### src/rtl/arb_dly_ctrl_pkg.sv
// Shared types and default sizing for the arbiter-driven delay-code loop.
package arb_dly_ctrl_pkg;

  localparam int CODE_W_DEF       = 8;
  localparam int WIN_MAX_LOG2_DEF = 10;
  localparam int LOCK_N_DEF       = 4;

  typedef enum logic [1:0] {
    ST_IDLE   = 2'd0,
    ST_SETTLE = 2'd1,
    ST_ACCUM  = 2'd2,
    ST_UPDATE = 2'd3
  } state_e;

  typedef enum logic [1:0] {
    DEC_HOLD = 2'd0,
    DEC_UP   = 2'd1,
    DEC_DN   = 2'd2
  } dec_e;

endpackage

### src/rtl/arb_dly_ctrl_if.sv
// Control/status bundle between the loop controller and its host.
interface arb_dly_ctrl_if
  import arb_dly_ctrl_pkg::*;
#(
  parameter int CODE_W       = CODE_W_DEF,
  parameter int WIN_MAX_LOG2 = WIN_MAX_LOG2_DEF
);
  logic                    en;
  logic                    arb_out;
  logic                    load;
  logic [CODE_W-1:0]       init_code;
  logic [3:0]              win_log2;
  logic [WIN_MAX_LOG2-1:0] deadband;
  logic [2:0]              step;
  logic [3:0]              settle;
  logic [CODE_W-1:0]       code;
  logic                    code_upd;
  logic                    lock;
  logic                    sat_hi;
  logic                    sat_lo;

  modport master (
    output en, arb_out, load, init_code, win_log2, deadband, step, settle,
    input  code, code_upd, lock, sat_hi, sat_lo
  );

  modport slave (
    input  en, arb_out, load, init_code, win_log2, deadband, step, settle,
    output code, code_upd, lock, sat_hi, sat_lo
  );
endinterface

### src/rtl/arb_win_cnt.sv
// Accumulation window: counts down W samples and tallies arbiter ones.
module arb_win_cnt
  import arb_dly_ctrl_pkg::*;
#(
  parameter int WIN_MAX_LOG2 = WIN_MAX_LOG2_DEF
) (
  input  logic                  clk,
  input  logic                  rstb,
  input  logic                  start_i,
  input  logic [3:0]            win_log2_i,
  input  logic                  sample_i,
  input  logic                  bit_i,
  output logic                  done_o,
  output logic [WIN_MAX_LOG2:0] ones_o,
  output logic [WIN_MAX_LOG2:0] half_o
);
  localparam int CNT_W = WIN_MAX_LOG2 + 1;

  logic [CNT_W-1:0] rem_q, rem_d;
  logic [CNT_W-1:0] ones_q, ones_d;
  logic [CNT_W-1:0] half_q, half_d;
  logic [3:0]       wl_clamp;
  logic [CNT_W-1:0] win_size;

  always_comb begin
    wl_clamp = win_log2_i;
    if (int'(win_log2_i) > WIN_MAX_LOG2) wl_clamp = 4'(WIN_MAX_LOG2);
    // win_log2 of 0 naturally yields a one-sample window
    win_size = CNT_W'(1) << wl_clamp;

    rem_d  = rem_q;
    ones_d = ones_q;
    half_d = half_q;
    if (start_i) begin
      rem_d  = win_size;
      ones_d = '0;
      half_d = win_size >> 1;
    end else if (sample_i && (rem_q != '0)) begin
      rem_d  = rem_q - CNT_W'(1);
      ones_d = ones_q + CNT_W'(bit_i);
    end
  end

  always_ff @(posedge clk or negedge rstb) begin
    if (!rstb) begin
      rem_q  <= '0;
      ones_q <= '0;
      half_q <= '0;
    end else begin
      rem_q  <= rem_d;
      ones_q <= ones_d;
      half_q <= half_d;
    end
  end

  assign done_o = sample_i && !start_i && (rem_q == CNT_W'(1));
  assign ones_o = ones_q;
  assign half_o = half_q;
endmodule

### src/rtl/arb_dly_ctrl.sv
// Delay-code loop: settle, accumulate arbiter votes, then step the code
// up/down or hold, tracking consecutive holds for lock.
//   state     | meaning
//   ST_IDLE   | loop disabled, code held
//   ST_SETTLE | discard samples while the delay line settles
//   ST_ACCUM  | count arbiter ones over W samples
//   ST_UPDATE | one-cycle decision and code step
module arb_dly_ctrl
  import arb_dly_ctrl_pkg::*;
#(
  parameter int CODE_W       = CODE_W_DEF,
  parameter int WIN_MAX_LOG2 = WIN_MAX_LOG2_DEF,
  parameter int LOCK_N       = LOCK_N_DEF
) (
  input logic           clk,
  input logic           rstb,
  arb_dly_ctrl_if.slave ctl
);
  localparam int LCNT_W = $clog2(LOCK_N + 1);
  localparam int CMP_W  = WIN_MAX_LOG2 + 3;
  localparam int SUM_W  = CODE_W + 1;

  state_e                  state_q, state_d;
  logic [3:0]              settle_cnt_q, settle_cnt_d;
  logic [CODE_W-1:0]       code_q, code_d;
  logic                    upd_q, upd_d;
  logic [LCNT_W-1:0]       lock_cnt_q, lock_cnt_d;
  logic [WIN_MAX_LOG2-1:0] dead_q, dead_d;
  logic [2:0]              step_q, step_d;

  logic                    win_start;
  logic                    win_done;
  logic [WIN_MAX_LOG2:0]   ones;
  logic [WIN_MAX_LOG2:0]   half;
  logic                    restart;

  dec_e                    dec;
  logic signed [CMP_W-1:0] ones_s, thr_hi, thr_lo;
  logic [SUM_W-1:0]        up_sum;
  logic [CODE_W-1:0]       up_code, dn_code;

  arb_win_cnt #(.WIN_MAX_LOG2(WIN_MAX_LOG2)) u_win (
    .clk        (clk),
    .rstb       (rstb),
    .start_i    (win_start),
    .win_log2_i (ctl.win_log2),
    .sample_i   (state_q == ST_ACCUM),
    .bit_i      (ctl.arb_out),
    .done_o     (win_done),
    .ones_o     (ones),
    .half_o     (half)
  );

  // Signed compare so a deadband wider than W/2 never produces a down vote
  always_comb begin
    ones_s = $signed({2'b00, ones});
    thr_hi = $signed({2'b00, half}) + $signed({3'b000, dead_q});
    thr_lo = $signed({2'b00, half}) - $signed({3'b000, dead_q});
    if (ones_s > thr_hi)      dec = DEC_UP;
    else if (ones_s < thr_lo) dec = DEC_DN;
    else                      dec = DEC_HOLD;

    up_sum  = {1'b0, code_q} + SUM_W'(step_q);
    up_code = up_sum[CODE_W] ? '1 : up_sum[CODE_W-1:0];
    dn_code = (code_q < CODE_W'(step_q)) ? '0 : code_q - CODE_W'(step_q);
  end

  always_comb begin
    state_d      = state_q;
    settle_cnt_d = settle_cnt_q;
    code_d       = code_q;
    upd_d        = 1'b0;
    lock_cnt_d   = lock_cnt_q;
    dead_d       = dead_q;
    step_d       = step_q;
    win_start    = 1'b0;
    restart      = 1'b0;

    unique case (state_q)
      ST_IDLE: restart = 1'b1;
      ST_SETTLE: begin
        if (settle_cnt_q <= 4'd1) begin
          state_d   = ST_ACCUM;
          win_start = 1'b1;
        end else begin
          settle_cnt_d = settle_cnt_q - 4'd1;
        end
      end
      ST_ACCUM: begin
        if (win_done) begin
          state_d = ST_UPDATE;
          dead_d  = ctl.deadband;
          step_d  = (ctl.step == 3'd0) ? 3'd1 : ctl.step;
        end
      end
      ST_UPDATE: begin
        restart = 1'b1;
        if (dec == DEC_UP)      code_d = up_code;
        else if (dec == DEC_DN) code_d = dn_code;
        upd_d = (code_d != code_q);
        if (dec != DEC_HOLD)                         lock_cnt_d = '0;
        else if (lock_cnt_q != LCNT_W'(LOCK_N))      lock_cnt_d = lock_cnt_q + LCNT_W'(1);
      end
      default: state_d = ST_IDLE;
    endcase

    if (ctl.load) begin
      code_d     = ctl.init_code;
      upd_d      = 1'b0;
      lock_cnt_d = '0;
      restart    = 1'b1;
    end

    if (!ctl.en) begin
      state_d    = ST_IDLE;
      code_d     = ctl.load ? ctl.init_code : code_q;
      upd_d      = 1'b0;
      lock_cnt_d = '0;
      win_start  = 1'b0;
    end else if (restart) begin
      settle_cnt_d = ctl.settle;
      if (ctl.settle == 4'd0) begin
        state_d   = ST_ACCUM;
        win_start = 1'b1;
      end else begin
        state_d   = ST_SETTLE;
        win_start = 1'b0;
      end
    end
  end

  always_ff @(posedge clk or negedge rstb) begin
    if (!rstb) begin
      state_q      <= ST_IDLE;
      settle_cnt_q <= '0;
      code_q       <= '0;
      upd_q        <= 1'b0;
      lock_cnt_q   <= '0;
      dead_q       <= '0;
      step_q       <= '0;
    end else begin
      state_q      <= state_d;
      settle_cnt_q <= settle_cnt_d;
      code_q       <= code_d;
      upd_q        <= upd_d;
      lock_cnt_q   <= lock_cnt_d;
      dead_q       <= dead_d;
      step_q       <= step_d;
    end
  end

  assign ctl.code     = code_q;
  assign ctl.code_upd = upd_q;
  assign ctl.lock     = (lock_cnt_q == LCNT_W'(LOCK_N));
  assign ctl.sat_hi   = &code_q;
  assign ctl.sat_lo   = ~|code_q;
endmodule

### src/flat_wrapper.sv
// flat-port wrapper written by rule: the top's interface ports become plain ports
module arb_dly_ctrl_flat import arb_dly_ctrl_pkg::*;
#(
  parameter int CODE_W       = CODE_W_DEF,
  parameter int WIN_MAX_LOG2 = WIN_MAX_LOG2_DEF,
  parameter int LOCK_N       = LOCK_N_DEF
)
  (clk, rstb, ctl_en, ctl_arb_out, ctl_load, ctl_init_code, ctl_win_log2, ctl_deadband, ctl_step, ctl_settle, ctl_code, ctl_code_upd, ctl_lock, ctl_sat_hi, ctl_sat_lo);
  arb_dly_ctrl_if #(.CODE_W(CODE_W), .WIN_MAX_LOG2(WIN_MAX_LOG2)) ctl_i ();
  input logic clk;
  input logic rstb;
  input wire logic [$bits(ctl_i.en)-1:0] ctl_en;
  input wire logic [$bits(ctl_i.arb_out)-1:0] ctl_arb_out;
  input wire logic [$bits(ctl_i.load)-1:0] ctl_load;
  input wire logic [$bits(ctl_i.init_code)-1:0] ctl_init_code;
  input wire logic [$bits(ctl_i.win_log2)-1:0] ctl_win_log2;
  input wire logic [$bits(ctl_i.deadband)-1:0] ctl_deadband;
  input wire logic [$bits(ctl_i.step)-1:0] ctl_step;
  input wire logic [$bits(ctl_i.settle)-1:0] ctl_settle;
  output wire logic [$bits(ctl_i.code)-1:0] ctl_code;
  output wire logic [$bits(ctl_i.code_upd)-1:0] ctl_code_upd;
  output wire logic [$bits(ctl_i.lock)-1:0] ctl_lock;
  output wire logic [$bits(ctl_i.sat_hi)-1:0] ctl_sat_hi;
  output wire logic [$bits(ctl_i.sat_lo)-1:0] ctl_sat_lo;
  assign ctl_i.en = ctl_en;
  assign ctl_i.arb_out = ctl_arb_out;
  assign ctl_i.load = ctl_load;
  assign ctl_i.init_code = ctl_init_code;
  assign ctl_i.win_log2 = ctl_win_log2;
  assign ctl_i.deadband = ctl_deadband;
  assign ctl_i.step = ctl_step;
  assign ctl_i.settle = ctl_settle;
  assign ctl_code = ctl_i.code;
  assign ctl_code_upd = ctl_i.code_upd;
  assign ctl_lock = ctl_i.lock;
  assign ctl_sat_hi = ctl_i.sat_hi;
  assign ctl_sat_lo = ctl_i.sat_lo;
  arb_dly_ctrl #(.CODE_W(CODE_W), .WIN_MAX_LOG2(WIN_MAX_LOG2), .LOCK_N(LOCK_N)) u_core (.clk(clk), .rstb(rstb), .ctl(ctl_i));
endmodule
### config.mk
export PLATFORM = sky130hd
export DESIGN_NAME = arb_dly_ctrl_flat
export DESIGN_NICKNAME = d
export VERILOG_FILES = /design/src/rtl/arb_dly_ctrl_pkg.sv /design/src/rtl/arb_dly_ctrl_if.sv /design/src/rtl/arb_win_cnt.sv /design/src/rtl/arb_dly_ctrl.sv /design/src/flat_wrapper.sv
export SDC_FILE = /design/constraint.sdc
export NUM_CORES = 1
export LEC_CHECK = 0
export ABC_CLOCK_PERIOD_IN_PS = 3400
export BUFFER_PORTS_ARGS = -buffer_cell sky130_fd_sc_hd__buf_2
export CORE_UTILIZATION = 55
export DETAILED_ROUTE_END_ITERATION = 8
export PLACE_DENSITY_LB_ADDON = 0.05
export SYNTH_ARGS = -nofsm -noshare
export SYNTH_HDL_FRONTEND = slang
export SYNTH_SLANG_ARGS = --single-unit
### constraint.sdc
create_clock -name clk -period 3.4 [get_ports clk]
set_input_delay 0 -clock clk [delete_from_list [all_inputs] [get_ports clk]]
set_output_delay 0 -clock clk [all_outputs]
set_load 0.05 [all_outputs]
# --- Word-level counts from Yosys, hierarchy flattened ---
# Cells that the tools add are included.
word_totals:
  reg_bits: 63
  out_inout_bits: 12
  elab_cells: 100
classes:
  addsub: 8
  magnitude_cmp: 5
  n_eq_ne: 14
  shifts: 1
  mux: 42
  reduce_logical: 20
op_table:
  columns: ["operator", "n"]
  rows:
  - ["$mux 8", 9]
  - ["$mux 11", 4]
  - ["$mux 4", 5]
  - ["$mux 3", 6]
  - ["$mux 2", 7]
  - ["$gt 12x13->1", 1]
  - ["$lt 12x13->1", 1]
  - ["$add 10x10->11", 1]
  - ["$add 11x1->11", 1]
  - ["$eq 11x1->1 const B", 1]
  - ["$reduce_bool 11->1", 1]
  - ["$shl 1x4->11 const A", 1]
  - ["$sub 10x10->11", 1]
  - ["$sub 11x1->11 const B", 1]
  - ["$mux 1", 10]
  - ["$add 8x3->9", 1]
  - ["$lt 8x3->1", 1]
  - ["$ne 4x1->1 const B", 2]
  - ["$ne 4x2->1 const B", 2]
  - ["$ne 8x8->1", 1]
  - ["$reduce_and 8->1", 1]
  - ["$reduce_bool 2->1", 4]
  - ["$reduce_or 8->1", 1]
  - ["$sub 8x3->8", 1]
  - ["other kinds (18)", 26]

# --- Longest topological paths before layout ---
depth:
  ltp_word: 13
  mapped_depth: 19
  mapped_depth_nobuf: 19

# --- Modules after synthesis ---
# From an unflattened synthesis, not the netlist that was laid out.
unflattened:
  hier_cells: 637
  area_unflattened_um2: 5502.8
by_module_without_submodules:
  columns: ["module", "instances", "cells_each", "area_per_inst_um2"]
  rows:
  - ["arb_dly_ctrl", 1, 449, 3722.3]
  - ["arb_win_cnt", 1, 188, 1780.5]

# --- Least setup slack after synthesis ---
# Ideal clock, no wire load.
synth_timing:
  kind: "register to register"
  from: "register u_core.u_win.half_q[1] (netlist: u_core.u_win.half_o[1])"
  to: "register u_core.upd_q (netlist: u_core.ctl.code_upd)"
  arrival_time_ns: 3.703
  t_required_ns: 3.336
  path_slack_ns: -0.367
  path_stages_with_launch: 19
  path_buffers: 0
  cell_sequence: "dfrtp_1 > ha_1 > inv_1 > a21oi_1 > o21bai_1 > a21oi_1 > nor2_1 > nor2_1 > o31a_1 > o311a_1 > ha_1 > and3_1 > nand4_1 > or2_2 > o21ai_1 > a211oi_1 > o32a_1 > o32ai_1 > a21o_1"
synth_between:
  elab_chain_len: 12
  word_cells_on_any_way: 15
  classes_between: "add/sub (2); order compare (2); eq/ne (3); mux (8)"
synth_lines:
  columns: ["item", "line", "source"]
  rows:
  - ["from (decl)", "arb_win_cnt.sv:21", "logic [CNT_W-1:0] half_q, half_d;"]
  - ["from (signal assigned)", "arb_win_cnt.sv:52", "half_q <= half_d;"]
  - ["$sub 10x10->11", "arb_dly_ctrl.sv:58", "thr_lo = $signed({2'b00, half}) - $signed({3'b000, dead_q});"]
  - ["$lt 12x13->1", "arb_dly_ctrl.sv:60", "else if (ones_s < thr_lo) dec = DEC_DN;"]
  - ["$mux 2", "arb_dly_ctrl.sv:60", null]
  - ["$mux 2 (*)", "arb_dly_ctrl.sv:59", "if (ones_s > thr_hi) dec = DEC_UP;"]
  - ["$eq 2x2->1", "arb_dly_ctrl.sv:99", "else if (dec == DEC_DN) code_d = dn_code;"]
  - ["$mux 8", "arb_dly_ctrl.sv:99", null]
  - ["$mux 8 (*)", "arb_dly_ctrl.sv:98", "if (dec == DEC_UP) code_d = up_code;"]
  - ["$mux 8 (*)", "arb_dly_ctrl.sv:79", "unique case (state_q)"]
  - ["$ne 8x8->1 (*)", "arb_dly_ctrl.sv:100", "upd_d = (code_d != code_q);"]
  - ["$mux 1 (*)", "arb_dly_ctrl.sv:79", null]
  - ["$mux 1 (*)", "arb_dly_ctrl.sv:107", "if (ctl.load) begin"]
  - ["$mux 1 (*)", "arb_dly_ctrl.sv:114", "if (!ctl.en) begin"]
  - ["via u_core.upd_d", "arb_dly_ctrl.sv:26", "logic upd_q, upd_d;"]
  - ["to (signal assigned)", "arb_dly_ctrl.sv:145", "upd_q <= upd_d;"]
  - ["to (decl)", "arb_dly_ctrl.sv:26", null]
# The timed path passes the listed nets; every way through them passes the cells marked *. The select of a mux whose other input is x is not followed.
# A chain may end at the register's enable or synchronous reset.

# --- Worst setup path after layout ---
# Ends and elaborated chain as after synthesis.

==> results.txt <==
First-pass GRT wire length - 24600 µm
Syn Nets - 713
Post-DP HPWL - 10100 µm
Max-cap violations - 0
Fill count - 650
Fin. Hold Viols - 0
CTS Root Cell - clkbuf_8
Tcrit/Tclk final - 1.12
PD cells - 523 mW/mm²
Final Net Count - 851
Die height - 98.7 µm
Most frequent cells in the layout - dfrtp_1 (62), buf_4 (60), nor2_1 (55), nand2_1 (53), ha_1 (53)
Initial antenna violation count - 0
Die area - 0.00974 mm²
Worst-Margin Slew - 1.19 ns
I/O Buffers - 45
CP max FO - 4
Final setup viols - 12
Top Ports - 46
CTS tree - built
Synthesized area - 0.00514 mm²
Core Rows - 34
Number of CTS-inserted buffers - 9
Pre-antenna DRT Iters - 5
Gate Count Post-Synth - 617
Longest Clk Path Bufs - 2
Critical path, cell by cell - ha_4, inv_2, a21oi_2, o21bai_1, a21oi_1, nor2_1, nor2_1, o31a_1, o311a_1, ha_1, and3_4, nand4_1, or2_4, o21ai_4, a211oi_1, o32a_1, o32ai_2, a21o_1
Post-synth top area cell - dfrtp_1
Vias in the first global route - 5146
GP Congestion - 0.978
Area share of the largest cell type after synthesis - 0.307
Worst path bufs/invs - 1
Ys async rst share - 1.00
Antenna Cells - 0
Min Tclk post-route - 3.82 ns
1st-iter DRT viols - 284
P_leak - 3.18 nW
CP Launch Type - flip-flop
CTS clock-pin slew for the worst setup and hold paths - 0.08 ns
R2R setup slack - -0.42 ns
Most common cell after layout, fill and taps aside - dfrtp_1
Violated checks - negative setup slack
Top Family by Delay on Critical Path - compound AO/OA/AOI/OAI gates
Synth top area cells - dfrtp_1 (31%), ha_1 (14%), a21oi_1 (4.6%)
Worst Reg-to-Reg Cells - 18
Clock skew - 0.0137 ns
RSZ-0062 raised after global routing - true
Post-DR vias/cell - 5.89
YS warnings - 0
Final wirelength - 14300 µm
CP arrival - 4.11 ns
Library cells used by synthesis - 63
Post-route DRC violation count - 0
Gr ovfl total - 0
Die W - 98.7 µm
Core box area - 0.00889 mm²
Most frequent CP cell - nor2_1
Final Max Slew Viols - 0
H-tree depth - 3
Layout cells sized above 1 - 0.259
Pin count of the biggest net entering global routing - 42
Sequential element share of the synthesized area - 0.307
Avg Cell Area, Syn - 8.33 µm²
Worst skew pair latency - 0.35 ns
Status - finished, violations left
WS Path Type - reg -> reg
Post-synth top flop - dfrtp_1
Hold depth - 4
Post-synth EDFFs - 0
Place WS - -0.330 ns
Slowest cell on crit path - dfrtp_2
Area delta synth->final - 33.1%
Fmax - 262 MHz
Initial Utilization - 0.578
Hold Crit Class - in -> reg
WP depth - 18
Worst IR Drop VDD - 0.365 mV
Setup TNS - -3.50 ns
GRT Total Usage - 0.319
Flops & latches, synth - 63
ANT nets after route - 0
Slew HR - 0.201
Worst EP required - 3.69 ns
Final Total Pwr - 0.00358 W
Setup ws final - -0.422 ns
Via count - 5114
Max incr delay on CP - 0.45 ns
CP Capture Type - flip-flop
Wirelength per Cell - 16.5 µm
Clk sinks - 63
state kept, by name, summed over array words and instances (netlist names), 2 cells and up:
signal,cells
u_core.ctl.code,8
u_core.dead_q,10
u_core.lock_cnt_q,3
u_core.settle_cnt_q,4
u_core.state_q,2
u_core.step_q,3
u_core.u_win.half_o,10
u_core.u_win.ones_o,11
u_core.u_win.rem_q,11
Yosys cell counts, drive strengths merged (4+ instances only):
cell    number
o211ai       4
nand2b      13
nor2b        6
inv         48
o21ai       47
nor4         7
a21o         9
xor2        12
fa           4
dfrtp       63
a31oi        8
nor3        20
nor4b        4
xnor2       21
a21oi       50
mux2i        4
and3         6
a211oi       7
clkbuf      18
o21a         7
ha          58
o31ai        5
nand2       54
nand3       17
nor2        58
o22ai        6
nand4       12
o21bai       5
worst reg2reg max path: cells and delay by family (launching register included):
family	cells	cell delay (ns)
AOI/OAI and AO/OA	10	1.90
and+or+nand+nor	5	0.83
adders and majority gates	2	0.54
DFF	1	0.45
buffers and inverters	1	0.05
kinds of logic (layout without fill, tap and decap cells):
family,Yosys count,after routing,synth area share
compound gates,170,170,0.209
flops,63,63,0.307
simple gates,214,214,0.209
mux,5,5,0.00998
xor+xnor,33,33,0.0562
fa+ha+maj,62,62,0.157
buf+inv,70,213,0.0526
area by class of cell:
cell class / instances / area (µm²) / area share
Multi-Input combinational cell: 484 / 3620 / 0.529
Tap cell: 108 / 135 / 0.0197
Clock inverter: 5 / 56.3 / 0.00823
Timing Repair Buffer: 148 / 1120 / 0.164
Inverter: 49 / 184 / 0.0269
Sequential cell: 63 / 1580 / 0.230
Clock buffer: 11 / 151 / 0.0221
per-stage QoR:
| step | cells | instance area (µm²) | hold WS (ns) | utilization |
|---|---|---|---|---|
| finish | 868 | 6850 | 0.00884 | 0.770 |
| floorplan | 617 | 5250 | -0.296 | - |
| detailed placement | 805 | 5950 | 0.208 | 0.669 |
| CTS | 864 | 6760 | 0.000673 | 0.760 |
| global route | 868 | 6850 | 0.0467 | 0.770 |
| global placement | 805 | 5950 | 0.204 | 0.669 |
metal layers:
| metal | global-route usage | up-vias | share of wire |
|---|---|---|---|
| li1 | - | 2464 | - |
| met1 | 0.417 | 2436 | 0.45 |
| met2 | 0.537 | 184 | 0.48 |
| met3 | 0.0610 | 30 | 0.057 |
| met4 | 0.0930 | 0 | 0.020 |
| met5 | 0 | - | 0 |
repair_timing:
| action | in CTS | in global routing |
|---|---|---|
| setup buffers | 13 | 4 |
| hold endpoints to repair | 71 | 0 |
| pin swaps | 38 | 16 |
| resized for setup | 51 | 15 |
| endpoints found under the setup margin | 12 | 12 |
| hold buffers | 31 | 0 |
final timing paths:
path | end | from
worst max-delay path | u_core.ctl.code_upd | u_core.u_win.half_o[1]
worst min-delay path | u_core.u_win.ones_o[0] | ctl_arb_out
worst max register to register | u_core.ctl.code_upd | u_core.u_win.half_o[1]
worst min register to register | u_core.u_win.half_o[0] | u_core.u_win.half_o[0]
max in group asynchronous | u_core.u_win.rem_q[9] | rstb
min in group asynchronous | u_core.u_win.ones_o[0] | rstb
report_power, final:
group | internal (W) | total [W] | switching [W]
combinational | 0.000843 | 0.00182 | 0.000981
clock | 0.000378 | 0.000700 | 0.000323
sequential | 0.000900 | 0.00106 | 0.000156
total | 0.00212 | 0.00358 | 0.00146
Power figures use the tool's default switching activity.
